==> config.mk <==
export PLATFORM = sky130hd
export DESIGN_NAME = flag_reg_ctrl
export DESIGN_NICKNAME = d
export VERILOG_FILES = /design/src/rtl/flag_pkg.sv /design/src/rtl/flag_arb.sv /design/src/rtl/flag_reg_ctrl.sv
export SDC_FILE = /design/constraint.sdc
export NUM_CORES = 1
export LEC_CHECK = 0
export BUFFER_PORTS_ARGS = -buffer_cell sky130_fd_sc_hd__buf_4
export CAP_MARGIN = 20
export CORE_MARGIN = 5
export CORE_UTILIZATION = 35
export CTS_BUF_LIST = sky130_fd_sc_hd__clkbuf_16
export DETAILED_ROUTE_END_ITERATION = 10
export GPL_TIMING_DRIVEN = 0
export PLACE_DENSITY_LB_ADDON = 0.05
export SLEW_MARGIN = 20
export SYNTH_ARGS = -nofsm -noshare
export SYNTH_HDL_FRONTEND = slang
export SYNTH_HIERARCHICAL = 1
export SYNTH_SLANG_ARGS = --single-unit
==> constraint.sdc <==
create_clock -name clk -period 1.86 [get_ports clk]
set_input_delay 0.093 -clock clk [delete_from_list [all_inputs] [get_ports clk]]
set_output_delay 0.093 -clock clk [all_outputs]
set_load 0.005 [all_outputs]
==> src/rtl/flag_pkg.sv <==
// Shared types and constants for the flag register controller.
// Flag word layout is {N,V,Z}; source encoding tags which requester owns a commit.
package flag_pkg;

    localparam int FLAG_W = 3;
    localparam int ZF     = 0;
    localparam int VF     = 1;
    localparam int NF     = 2;

    typedef enum logic [1:0] {
        IDLE  = 2'd0,
        READ  = 2'd1,
        WRITE = 2'd2
    } state_t;

    typedef enum logic {
        SRC_ALU = 1'b0,
        SRC_DBG = 1'b1
    } src_t;

    function automatic logic [FLAG_W-1:0] merge_flags(
        input logic [FLAG_W-1:0] old_v,
        input logic [FLAG_W-1:0] flags_v,
        input logic [FLAG_W-1:0] mask_v
    );
        return (old_v & ~mask_v) | (flags_v & mask_v);
    endfunction

endpackage

==> src/rtl/flag_arb.sv <==
// ALU-vs-debug arbiter: ALU wins unless debug has been starved STARVE_LIMIT cycles.
// Latency: combinational grant; starvation counter updates each rising edge.
// Backpressure: grants only while the controller is idle; the loser keeps its req held.
module flag_arb import flag_pkg::*; #(
    parameter int STARVE_LIMIT = 4
) (
    input  logic clk,
    input  logic rst,
    input  logic idle,
    input  logic alu_req,
    input  logic dbg_req,
    output logic grant_alu,
    output logic grant_dbg
);

    localparam int CNT_W = $clog2(STARVE_LIMIT + 1);

    logic [CNT_W-1:0] starve_cnt;
    logic             starved;

    assign starved   = (starve_cnt == CNT_W'(STARVE_LIMIT));
    assign grant_dbg = idle && dbg_req && (!alu_req || starved);
    assign grant_alu = idle && alu_req && !grant_dbg;

    // Counts every losing cycle, including the busy ones, so a steady ALU stream cannot starve debug.
    always_ff @(posedge clk or posedge rst) begin
        if (rst) begin
            starve_cnt <= '0;
        end else if (!dbg_req || grant_dbg) begin
            starve_cnt <= '0;
        end else if (!starved) begin
            starve_cnt <= starve_cnt + CNT_W'(1);
        end
    end

endmodule

==> src/rtl/flag_reg_ctrl.sv <==
// Sequences masked ALU updates and debug restores into the 3-bit flag register, forwarding to branch.
// Latency: full/zero mask commits 1 cycle after accept; partial mask 2 cycles (read-modify-write).
// Backpressure: ready only in IDLE; requesters hold req and data until their ack pulse.
module flag_reg_ctrl import flag_pkg::*; #(
    parameter int STARVE_LIMIT = 4,
    parameter int FLAG_W       = 3
) (
    input  logic              clk,
    input  logic              rst,
    input  logic              alu_req,
    input  logic [FLAG_W-1:0] alu_flags,
    input  logic [FLAG_W-1:0] alu_mask,
    output logic              alu_ready,
    output logic              alu_ack,
    input  logic              dbg_req,
    input  logic [FLAG_W-1:0] dbg_flags,
    output logic              dbg_ready,
    output logic              dbg_ack,
    input  logic              br_rd,
    output logic [FLAG_W-1:0] br_flags,
    output logic              flags_pending,
    output logic [FLAG_W-1:0] reg_D,
    output logic              reg_WriteReg,
    output logic              reg_ReadEnable1,
    output logic              reg_ReadEnable2,
    input  logic [FLAG_W-1:0] reg_Bitline1,
    input  logic [FLAG_W-1:0] reg_Bitline2
);

    state_t            state;
    src_t              src_q;
    logic [FLAG_W-1:0] flags_q;
    logic [FLAG_W-1:0] mask_q;
    logic [FLAG_W-1:0] old_q;
    logic              idle;
    logic              grant_alu;
    logic              grant_dbg;
    logic [FLAG_W-1:0] mask_in;
    logic [FLAG_W-1:0] flags_in;

    assign idle     = (state == IDLE);
    assign mask_in  = grant_dbg ? '1 : alu_mask;
    assign flags_in = grant_dbg ? dbg_flags : alu_flags;

    flag_arb #(
        .STARVE_LIMIT (STARVE_LIMIT)
    ) u_arb (
        .clk       (clk),
        .rst       (rst),
        .idle      (idle),
        .alu_req   (alu_req),
        .dbg_req   (dbg_req),
        .grant_alu (grant_alu),
        .grant_dbg (grant_dbg)
    );

    always_ff @(posedge clk or posedge rst) begin
        if (rst) begin
            state   <= IDLE;
            src_q   <= SRC_ALU;
            flags_q <= '0;
            mask_q  <= '0;
            old_q   <= '0;
        end else begin
            case (state)
                IDLE: begin
                    if (grant_alu || grant_dbg) begin
                        src_q   <= grant_dbg ? SRC_DBG : SRC_ALU;
                        flags_q <= flags_in;
                        mask_q  <= mask_in;
                        // Only a partial mask needs the old value; all-or-nothing masks skip READ.
                        state   <= ((mask_in != '0) && (mask_in != '1)) ? READ : WRITE;
                    end
                end
                READ: begin
                    old_q <= reg_Bitline1;
                    state <= WRITE;
                end
                WRITE:   state <= IDLE;
                default: state <= IDLE;
            endcase
        end
    end

    assign alu_ready       = idle;
    assign dbg_ready       = idle;
    assign alu_ack         = (state == WRITE) && (src_q == SRC_ALU);
    assign dbg_ack         = (state == WRITE) && (src_q == SRC_DBG);
    assign reg_ReadEnable1 = (state == READ);
    assign reg_WriteReg    = (state == WRITE) && (mask_q != '0);
    assign reg_D           = (state == WRITE) ? merge_flags(old_q, flags_q, mask_q) : '0;
    assign flags_pending   = !idle || grant_alu || grant_dbg;

    // Bitline2 still shows the old value during a write cycle, so forward the data being written.
    assign reg_ReadEnable2 = br_rd;
    assign br_flags        = !br_rd       ? '0    :
                             reg_WriteReg ? reg_D : reg_Bitline2;

endmodule
After elaboration in Yosys (flattened, before gate mapping)
Cells that the tools add are included.
{"block": "totals", "register_bits": 15, "memories": 0, "ramBits": 0, "out_inout_bits": 14, "latchBits": 0, "mem_bits_ro": 0, "inputBits": 20}
{"block": "op_classes", "n_shift": 0, "n_lt_le_gt_ge": 0, "bitwise": 5, "n_eq_ne": 6, "n_div": 0, "mul": 0, "n_mux": 11, "reduce_logical": 21, "add_sub_neg": 1}
{"cell": "3-bit 2-to-1 mux", "count": 7}
{"cell": "1-bit logical AND", "count": 8}
{"cell": "3-bit bitwise AND", "count": 2}
{"cell": "3-bit nonzero test", "count": 2}
{"cell": "1-bit logical OR", "count": 5}
{"cell": "1-bit zero test", "count": 4}
{"cell": "2-bit 2-to-1 mux", "count": 2}
{"cell": "2-bit case mux with 2 select lines", "count": 1}
{"cell": "3-bit by 1-bit adder with 3-bit output (second input constant)", "count": 1}
{"cell": "3-bit == test (second input constant)", "count": 1}
{"cell": "3-bit inequality test (second input constant)", "count": 1}
{"cell": "3-bit inverter", "count": 1}
{"cell": "3-bit OR", "count": 1}
{"cell": "2-bit by 1-bit == test with 1-bit output (second input constant)", "count": 1}
{"cell": "2-bit == test (second input constant)", "count": 1}
{"cell": "2-bit zero test", "count": 1}
{"cell": "2-bit by 1-bit inequality test with 1-bit output (second input constant)", "count": 1}
{"cell": "2-bit inequality test (second input constant)", "count": 1}
{"cell": "2-bit AND reduction", "count": 1}
{"cell": "1-bit 2-to-1 mux", "count": 1}
{"cell": "1-bit inverter", "count": 1}

Logic depth before layout (Yosys ltp)
Gate-level depths: netlist (run 1).
{"block": "logic_depth", "depth_word": 9, "depth_mapped": 8, "mapped_depth_nobuf": 7}

Hierarchy
Netlist (run 1), hierarchy kept.
{"module": "flag_reg_ctrl", "instances": 1, "cells_each": 68, "seq_area_each_um2": 300.3, "area_each_um2": 694.4}
{"module": "flag_arb", "instances": 1, "cells_each": 25, "seq_area_each_um2": 75.1, "area_each_um2": 203.9}

Worst setup path after synthesis (run 1)
No wires, ideal clock.
{"block": "synth_path", "path_type": "register to register", "start": "register state[1]", "end": "register flags_q[0]", "t_arrival_ns": 1.876, "period_less_slack_ns": 2.001, "path_buffers": 1, "path_stages_with_launch": 8, "path_slack_ns": -0.141, "setup_time_ns": 0.125, "cell_sequence": "dfrtp_1 nor2_1 nand2_1 a21oi_1 buf_6 nor2_4 nor3_4 mux2_2"}
{"block": "synth_via", "elab_chain_cells": 7}
{"element": "start, declared", "line": "flag_reg_ctrl.sv:30", "source": "state_t state;"}
{"element": "start signal, assigned", "line": "flag_reg_ctrl.sv:72", "source": "state <= ((mask_in != '0) && (mask_in != '1)) ? READ : WRITE;"}
{"element": "2-bit zero test (*)", "line": "flag_reg_ctrl.sv:41", "source": "assign idle = (state == IDLE);"}
{"element": "net alu_ready", "line": "flag_reg_ctrl.sv:13", "source": "output logic alu_ready,"}
{"element": "1-bit logical AND (*) (2 in a row)", "line": "flag_arb.sv:22", "source": "assign grant_dbg = idle && dbg_req && (!alu_req || starved);"}
{"element": "net grant_dbg", "line": "flag_reg_ctrl.sv:37", "source": "logic grant_dbg;"}
{"element": "1-bit zero test", "line": "flag_arb.sv:23", "source": "assign grant_alu = idle && alu_req && !grant_dbg;"}
{"element": "1-bit logical AND", "line": "flag_arb.sv:23"}
{"element": "1-bit logical OR", "line": "flag_reg_ctrl.sv:67", "source": "if (grant_alu || grant_dbg) begin"}
{"element": "2-bit AND reduction (no source line)"}
{"element": "end signal, assigned", "line": "flag_reg_ctrl.sv:69", "source": "flags_q <= flags_in;"}
{"element": "end, declared", "line": "flag_reg_ctrl.sv:32", "source": "logic [FLAG_W-1:0] flags_q;"}
Mark *: on every way through the listed nets, which the timed path passes. The rest lies on a longest branch.
A chain may end at the register's enable or synchronous reset.

Final worst setup path (run 1)
{"block": "layout_path", "start": "register u_arb.starve_cnt[0]", "end": "register flags_q[1]"}
{"block": "layout_via", "elab_chain_cells": 7}
{"element": "start, declared", "line": "flag_arb.sv:18", "source": "logic [CNT_W-1:0] starve_cnt;"}
{"element": "start signal, assigned", "line": "flag_arb.sv:32", "source": "starve_cnt <= starve_cnt + CNT_W'(1);"}
{"element": "3-bit == test (*)", "line": "flag_arb.sv:21", "source": "assign starved = (starve_cnt == CNT_W'(STARVE_LIMIT));"}
{"element": "1-bit logical OR (*)", "line": "flag_arb.sv:22"}
{"element": "1-bit logical AND (*)", "line": "flag_arb.sv:22"}
{"element": "net grant_dbg", "line": "flag_reg_ctrl.sv:37"}
{"element": "1-bit zero test", "line": "flag_arb.sv:23"}
{"element": "1-bit logical AND", "line": "flag_arb.sv:23"}
{"element": "1-bit logical OR", "line": "flag_reg_ctrl.sv:67"}
{"element": "2-bit AND reduction (no source line)"}
Marks and branches as above.

==> flow_metrics.tcl, run 1 <==
set metrics [dict create \
    status "finished, final reports clean" \
    powerDensity_nw_per_um2 1460 \
    clock_path_buffers 2 \
    cap_viol_max_count 0 \
    gp_congestion 0.756 \
    first_pass_iters 4 \
    ys_types 27 \
    drtAntennaViolNets 0 \
    insertion_delay_ns 0.24 \
    slew_headroom 0.688 \
    cts_sinks 15 \
    dp_slack_ns -0.166 \
    setup_viol 0 \
    synthFlopType "dfrtp_1" \
    worst_setup_path_start_kind "flop" \
    htreeDepth 1 \
    yosys.area.top_type_share 0.418 \
    drcViolationCount 0 \
    rows 18 \
    synth.most_common_cell "dfrtp_1" \
    place_hpwl_mm 1.64 \
    skew_ns 0.00458 \
    start_util 0.363 \
    design.core.area_um2 2480 \
    rsz0062_at_grt "no" \
    hold_viol_final 0 \
    p_sw_uw 663 \
    synth_area_leaders "dfrtp_1, mux2_2, mux2i_1, nand2_1, nor2_1" \
    finalPower_uw 1970 \
    combPwrFrac 0.491 \
    root_buffer "clkbuf_16" \
    path_clk_slew_ns 0.04 \
    cp.required_ns 1.98 \
    ys_seq_area_frac 0.418 \
    ys_seq_elements 15 \
    ir_drop_mv 1.15 \
    dieArea_um2 3680 \
    die_h_um 60.7 \
    io_buffers 33 \
    ys_warn_count 6 \
    max_freq_mhz 562 \
    syn_nets 115 \
    crit_arrival_ns 1.91 \
    grt_pass1_vias 762 \
    wire_per_inst_um 13.0 \
    antenna_cells 0 \
    intPower_uw 1310 \
    avgSynthCellArea_um2 9.66 \
    grt_max_degree 13 \
    p_sw_frac 0.337 \
    finalCritPeriodShare 0.957 \
    slew_violations 0 \
    fin_ws_ns 0.0791 \
    num_io_pins 34 \
    crit_path_max_fanout 5 \
    holdWs_ns 0.0840 \
    p_leak_uw 0.000669 \
    fin_area_um2 1350 \
    ys_top_cells_by_count "dfrtp_1, nand2_1, mux2_2, nor2_1, inv_1" \
    wirelength_mm 2.18 \
    drive_gt1_frac 0.489 \
    antenna_found_initial 0 \
    endpoint_kind "flop" \
    cts_tree "built" \
    synth_edf_count 0 \
    tightest_slew_ns 0.467 \
    setup_tns_ns 0 \
    netlist_instances 93 \
    p_clk_frac 0.207 \
    viasPerCell 4.91 \
    p_seq_frac 0.302 \
    drtIter0Drc 70 \
    syn_area_um2 898 \
    area_delta_synth_final_pct 50.0 \
    track_usage 0.130 \
    die_w_um 60.7 \
    numCtsBuffers 3 \
    synthArstFlopShare 1.00 \
    hold_class "in -> reg" \
    critical_path_class "reg -> reg" \
    synth_top_area_cell "dfrtp_1" \
    period_minus_slack_ns 1.78 \
    final_nets 160 \
    grt_pass1_wl_mm 3.42 \
    overflow 0 \
    placed_area_um2 1190 \
    routed-via-count 820 \
]
power by group through the flow:
| stage | combinational (uW) | sequential, uW | clock [uW] |
|---|---|---|---|
| floorplan | 562 | 565 | 0 |
| global placement | 837 | 591 | 0 |
| detailed placement | 856 | 595 | 0 |
| CTS | 974 | 593 | 415 |
| global route | 1070 | 611 | 437 |
| finish | 968 | 594 | 408 |
what timing repair did:
| item | in CTS | in global routing |
|---|---|---|
| endpoints found under the hold margin | 15 | 0 |
| hold buffers | 1 | 0 |
| resized for setup | 4 | 2 |
| setup buffers | 6 | 0 |
| setup endpoints to repair | 5 | 6 |
| pin swaps | 3 | 1 |
critical path: stages, from the launching register on:
cell and delay [ns]:
dfrtp_1 0.40, inv_2 0.09, ha_4 0.15, nand2_2 0.06, a21oi_2 0.15, buf_6 0.14
buf_4 0.11, mux2_2 0.31, mux2_2 0.26
sequential cells by signal, summed over array words and instances, names as in the netlist:
signal,count
u_arb/starve_cnt,3
src_q,1
mask_q,3
old_q,3
state,2
flags_q,3
metal layers:
metal | track usage | routed length, um | up-vias
li1 | - | - | 404
met1 | 0.167 | 951 | 384
met2 | 0.203 | 1020 | 27
met3 | 0.0468 | 177 | 5
met4 | 0.0464 | 28 | 0
met5 | 0 | 0 | -
per-stage QoR:
step / std cells / util
after floorplan: 93 / -
after global placement: 156 / 0.481
after detailed placement: 156 / 0.481
after CTS: 167 / 0.544
after global routing: 167 / 0.544
final: 167 / 0.544
final timing paths:
| check | slack [ns] | startpoint | cells past startpoint | to |
|---|---|---|---|---|
| setup / recovery | 0.08 | u_arb/starve_cnt[0]$_DFFE_PP0P_ | 8 | flags_q[1]$_DFFE_PP0P_ |
| hold / removal | 0.08 | reg_Bitline1[0] | 2 | old_q[0]$_DFFE_PP0P_ |
| setup reg to reg | 0.08 | u_arb/starve_cnt[0]$_DFFE_PP0P_ | 8 | flags_q[1]$_DFFE_PP0P_ |
| hold reg to reg | 0.50 | old_q[1]$_DFFE_PP0P_ | 1 | old_q[1]$_DFFE_PP0P_ |
| max in group asynchronous | 1.12 | rst | 3 | old_q[0]$_DFFE_PP0P_ |
| min in group asynchronous | 0.28 | rst | 3 | u_arb/starve_cnt[2]$_DFFE_PP0P_ |
kinds of logic after synthesis:
| kind of cell | count (synthesis) | synth area share |
|---|---|---|
| adder cells (fa/ha/maj) | 2 | 0.0279 |
| AO/OA/AOI/OAI | 11 | 0.0892 |
| buffers and inverters | 14 | 0.0766 |
| multiplexers | 16 | 0.192 |
| AND/OR/NAND/NOR | 35 | 0.196 |
| flip-flops | 15 | 0.418 |
placed cells by master (no fill, tap or decap), drive strengths merged, types with 2 or more instances in the layout:
cell type and instances:
mux2 10, nand2b 3, o32ai 3, clkbuf 4, ha 2, dfrtp 15
a21oi 2, inv 10, nor3 4, nand2 13, o22ai 2, mux2i 6
buf 43, nor2 11
area by class of cell:
| class | count | area (um^2) |
|---|---|---|
| Fill cell | 244 | 1130 |
| Multi-Input combinational cell | 64 | 484 |
| Sequential cell | 15 | 375 |
| Timing Repair Buffer | 40 | 303 |
| Clock buffer | 3 | 75.1 |
| Tap cell | 30 | 37.5 |
| Buffer | 5 | 35.0 |
| Inverter | 9 | 33.8 |
| Clock inverter | 1 | 3.75 |
Power figures use the tool's default switching activity.
==> inputs of run 2 (changes only) <==
--- a/config.mk
+++ b/config.mk
@@ -7,2 +7,3 @@
 export LEC_CHECK = 0
+export ABC_AREA = 1
 export BUFFER_PORTS_ARGS = -buffer_cell sky130_fd_sc_hd__buf_4
==> constraint.sdc (replaced) <==
create_clock -name clk -period 1.86 [get_ports clk]
set_input_delay 0.279 -clock clk [delete_from_list [all_inputs] [get_ports clk]]
set_output_delay 0.279 -clock clk [all_outputs]
set_load 0.005 [all_outputs]
==> run 2 against run 1 <==
  * Via count is 16% higher
  * Utilization is 0.60 points lower
  * Register-to-register slack better by 0.17 ns
  * Routed wire length is 6.3% higher
  * Cell area is 7.2% higher
  * Maximum frequency hardly changed
  * Count of clock-buffer cells in the layout stayed put
  * Synthesized area is 6.7% higher
  * Clock power is 1% higher
  * Critical path depth is 2 higher
  * Worst setup slack worse by 0.0015 ns
  * Largest cell class unchanged
==> flow_metrics.tcl, run 2 <==
set metrics [dict create \
    layout_common_cells "nand2_1, buf_4, inv_1" \
    drtAntennaViolNets 0 \
    hold_viol_final 0 \
    synthArstFlopShare 1.00 \
    rows 19 \
    netlist_instances 139 \
    first_pass_iters 4 \
    tightest_slew_ns 0.474 \
    synth_top_area_cell "dfrtp_1" \
    synthFlopType "dfrtp_1" \
    numCtsBuffers 3 \
    crit_arrival_ns 1.50 \
    slew_headroom 0.684 \
    ys_types 19 \
    crit_path_max_fanout 4 \
    wire_per_inst_um 10.6 \
    ir_drop_mv 0.761 \
    track_usage 0.127 \
    clock_path_buffers 2 \
    ys_warn_count 6 \
    fin_ws_ns 0.0776 \
    io_buffers 33 \
    drcViolationCount 0 \
    grt_max_degree 13 \
    setup_viol 0 \
    dp_slack_ns 0.0876 \
    drtIter0Drc 35 \
    period_minus_slack_ns 1.78 \
    grt_pass1_wl_mm 4.00 \
    grt_pass1_vias 920 \
    die_h_um 62.3 \
    multiInputGateArea_um2 499 \
    gp_congestion 0.702 \
    area_delta_synth_final_pct 50.8 \
    rr_startpoint "u_arb/starve_cnt[0]$_DFFE_PP0P_" \
    cap_viol_max_count 0 \
    hold_class "in -> reg" \
    yosys.area.top_type_share 0.392 \
    ys_top_cells_by_count "nand2_1, inv_1, dfrtp_1, nor2_1" \
    path_clk_slew_ns 0.05 \
    status "finished, final reports clean" \
    syn_nets 161 \
    root_buffer "clkbuf_16" \
    setup_tns_ns 0 \
    rrSetupSlack_ns 0.25 \
    htreeDepth 1 \
    wirelength_mm 2.32 \
    grt_busiest_layer "met2" \
    cp.required_ns 1.58 \
    whs_path_depth 3 \
    final_common_cell "nand2_1" \
    max_freq_mhz 561 \
    endpoint_kind "primary output" \
    overflow 0 \
    cts_tree "built" \
    syn_area_um2 958 \
    finalCritPeriodShare 0.958 \
    avgSynthCellArea_um2 6.90 \
    drive_gt1_frac 0.390 \
    die_w_um 62.3 \
    ys_seq_elements 15 \
    n_fill_cell 275 \
    skew_ns 0.00350 \
    register_area_um2 377 \
    cts_sinks 15 \
    synth_edf_count 0 \
    antenna_cells 0 \
    design.core.area_um2 2690 \
    finish.utilization 0.538 \
    routed-via-count 955 \
    fin_area_um2 1450 \
    worst_setup_path_start_kind "flop" \
    dieArea_um2 3890 \
    hold_path.startpoint "reg_Bitline1[2]" \
    antenna_found_initial 0 \
    met1_usage 0.160 \
    synth_area_leaders "dfrtp_1, nand2_1, inv_1, nor2_1, nand2_2" \
    start_util 0.357 \
    viasPerCell 4.38 \
    final_nets 210 \
    placed_area_um2 1240 \
    critical_path_class "reg -> out" \
    place_hpwl_mm 1.83 \
    powerDensity_nw_per_um2 1430 \
    r2r-end "mask_q[0]$_DFFE_PP0P_" \
    grt_use_met2 0.210 \
    whs_endpoint "old_q[2]$_DFFE_PP0P_" \
    ff2ff_path_depth 11 \
    insertion_delay_ns 0.24 \
    synth.most_common_cell "nand2_1" \
    grtUsageMet3 0.0270 \
    num_io_pins 34 \
    p_leak_uw 0.000827 \
    slew_violations 0 \
    ys_seq_area_frac 0.392 \
]
[run 2: stage by stage]
step	total power [uW]	cells	hold slack, ns
3_3_place_gp	1460	203	0.167
5_1_grt	2250	218	0.241
2_1_floorplan	1150	139	0.0326
4_1_cts	1930	209	0.237
6_report	2070	218	0.240
3_5_place_dp	1470	203	0.179
[run 2: metal layers]
metal  routed length (um)  part of all wire
met1                 1080              0.46
met3                   90             0.039
met2                 1130              0.49
met4                   17            0.0073
met5                    0                 0
[run 2: worst max path at each step]
| stage | startpoint | to | slack (ns) | depth (start not counted) |
|---|---|---|---|---|
| finish | u_arb/starve_cnt[0]$_DFFE_PP0P_ | flags_pending | 0.08 | 10 |
| global route | u_arb/starve_cnt[0]$_DFFE_PP0P_ | flags_pending | -0.02 | 10 |
| CTS | u_arb/starve_cnt[0]$_DFFE_PP0P_ | flags_pending | 0.02 | 10 |
| detailed placement | u_arb/starve_cnt[0]$_DFFE_PP0P_ | flags_pending | 0.09 | 10 |
| global placement | u_arb/starve_cnt[0]$_DFFE_PP0P_ | flags_pending | 0.12 | 10 |
| floorplan | u_arb/starve_cnt[0]$_DFFE_PP0P_ | mask_q[1]$_DFFE_PP0P_ | 0.30 | 11 |
[run 2: cells by family (layout without fill, tap and decap cells)]
group           after synthesis  after routing  share of synthesized area
compound gates               12             12                     0.0744
buf+inv                      27             75                      0.121
fa+ha+maj                     2              2                     0.0261
simple gates                 83             83                      0.386
flops                        15             15                      0.392
[run 2: area by class of cell]
class	count	share of cell area
Sequential cell	15	0.261
Multi-Input combinational cell	97	0.345
Clock buffer	3	0.0519
Clock inverter	1	0.00260
Inverter	25	0.0719
Tap cell	31	0.0268
Buffer	2	0.0104
Timing Repair Buffer	44	0.230
[run 2: where the power goes]
group | total [uW] | internal [uW] | leakage [uW] | switching [uW]
clock network | 413 | 285 | 0.0000423 | 128
registers | 561 | 464 | 0.000189 | 96.0
logic | 1100 | 528 | 0.000596 | 570
[run 2: repair_timing]
| action | 4_1_cts | 5_1_grt |
|---|---|---|
| pin swaps | 2 | 4 |
| buffers inserted | 1 | 9 |
| hold buffers | 1 | 0 |
| setup endpoints to repair | 1 | 1 |
| gates resized for setup | 4 | 7 |
| hold endpoints to repair | 3 | 0 |
[run 2: critical path: stages (launching register included)]
cell,delay (ns)
dfrtp_1,0.40
inv_2,0.09
ha_4,0.14
nand2_4,0.05
nand2_2,0.08
nand2_4,0.06
inv_4,0.08
nor2_4,0.05
nor2_2,0.12
nand2_1,0.06
buf_4,0.13
==> inputs of run 3 (changes only) <==
- CORE_MARGIN: 5 -> 2
==> run 3 against run 2 <==
  * Routed wire length decreased by 12%
  * Via count decreased by 2.5%
  * Cell count decreased by 3.7%
  * Highest routed layer unchanged
==> flow_metrics.tcl, run 3 (same netlist as run 2, synthesis figures left out) <==
set metrics [dict create \
    status "finished, final reports clean" \
    htreeDepth 1 \
    slew_violations 0 \
    setup_viol 0 \
    endpoint_kind "primary output" \
    finalPower_uw 1920 \
    fin_ws_ns 0.117 \
    final_common_cell "nand2_1" \
    track_usage 0.139 \
    numCtsBuffers 3 \
    io_buffers 33 \
    ir_drop_mv 1.01 \
    cap_viol_max_count 0 \
    gp_congestion 0.755 \
    path_clk_slew_ns 0.04 \
    insertion_delay_ns 0.24 \
    finalCritPeriodShare 0.937 \
    worst_setup_path_start_kind "flop" \
    grt_pass1_vias 856 \
    critical_path_class "reg -> out" \
    dpl.cell_count 202 \
    design.core.area_um2 2540 \
    final_nets 203 \
    rows 18 \
    hold_class "in -> reg" \
    wirelength_mm 2.03 \
    grt_pass1_wl_mm 3.51 \
    start_util 0.377 \
    hold_viol_final 0 \
    area_delta_synth_final_pct 44.0 \
    drtIter0Drc 18 \
    first_pass_iters 4 \
    crit_arrival_ns 1.46 \
    layout_common_cells "nand2_1, buf_4, inv_1" \
    cts_sinks 15 \
    period_minus_slack_ns 1.74 \
    viasPerCell 4.43 \
    grt_max_degree 13 \
    stdcell_count 210 \
    slew_headroom 0.687 \
    dieArea_um2 3170 \
    crit_path_max_fanout 4 \
    dp_slack_ns 0.0938 \
    p_leak_uw 0.000783 \
    powerDensity_nw_per_um2 1390 \
    cts_tree "built" \
    num_io_pins 34 \
    drive_gt1_frac 0.356 \
    cp.required_ns 1.58 \
    antenna_cells 0 \
    holdWs_ns 0.243 \
    drcViolationCount 0 \
    drtAntennaViolNets 0 \
    root_buffer "clkbuf_16" \
    max_freq_mhz 574 \
    overflow 0 \
    antenna_found_initial 0 \
    place_hpwl_mm 1.71 \
    tightest_slew_ns 0.469 \
    skew_ns 0.00305 \
    setup_tns_ns 0 \
    die_w_um 56.3 \
    routed-via-count 931 \
    clock_path_buffers 2 \
    rsz0062_at_grt "no" \
    die_h_um 56.3 \
    wire_per_inst_um 9.67 \
]
==> run 3: cell count changes in the layout (fill, tap and decap cells not counted), sizes merged <==
cell	before	now
buf	45	38
==> run 3: area by class of cell <==
cell class / instances / area (um^2)
buffer: 2 / 15.0
clock buffer: 3 / 75.1
clock inverter: 1 / 3.75
fill: 269 / 1160
inverter: 25 / 104
multi-input combinational: 97 / 489
sequential: 15 / 375
tap: 30 / 37.5
timing repair buffer: 37 / 280
==> run 3: power by group <==
group | switching [uW] | total (uW) | internal (uW)
sequential | 98.7 | 562 | 463
combinational | 518 | 951 | 432
clock | 120 | 404 | 284
total | 738 | 1920 | 1180
==> run 3: per-layer routing <==
layer	part of all wire	wire length (um)	GRT usage
met1	0.41	842	0.168
met2	0.53	1080	0.245
met3	0.053	107	0.0438
met4	0.0020	4	0.0204
met5	0	0	0
==> run 3: path summary, 6_finish.rpt <==
| kind | startpoint | endpoint | slack [ns] | cells after the start |
|---|---|---|---|---|
| max reg2reg | u_arb/starve_cnt[1]$_DFFE_PP0P_ | state[1]$_DFFE_PP0P_ | 0.22 | 13 |
| min reg2reg | flags_q[0]$_DFFE_PP0P_ | flags_q[0]$_DFFE_PP0P_ | 0.48 | 2 |
| min | reg_Bitline1[0] | old_q[0]$_DFFE_PP0P_ | 0.24 | 3 |
| max in group asynchronous | rst | state[1]$_DFFE_PP0P_ | 0.92 | 3 |
| max | u_arb/starve_cnt[1]$_DFFE_PP0P_ | flags_pending | 0.12 | 10 |
| min in group asynchronous | rst | u_arb/starve_cnt[2]$_DFFE_PP0P_ | 0.47 | 3 |
==> run 3: through the flow <==
stage / cell area [um^2] / utilization
after floorplan: 958 / -
after global placement: 1240 / 0.489
after detailed placement: 1240 / 0.489
after CTS: 1350 / 0.529
after global routing: 1380 / 0.542
final: 1380 / 0.542
==> run 3: critical path, cell delays in order (launching register included) <==
cell	delay (ns)
dfrtp_1	0.39
inv_1	0.09
ha_4	0.15
nand2_2	0.06
nand2_2	0.06
nand2_2	0.07
inv_4	0.08
nor2_4	0.04
nor2_2	0.09
nand2_1	0.06
buf_4	0.13
==> run 3: repair_timing <==
item                                   in CTS  in global routing
endpoints found under the hold margin       3                  0
hold buffers                                1                  0
pin swaps                                   0                  1
setup endpoints to repair                   1                  1
buffers inserted                            1                  2
resized for setup                           3                  4
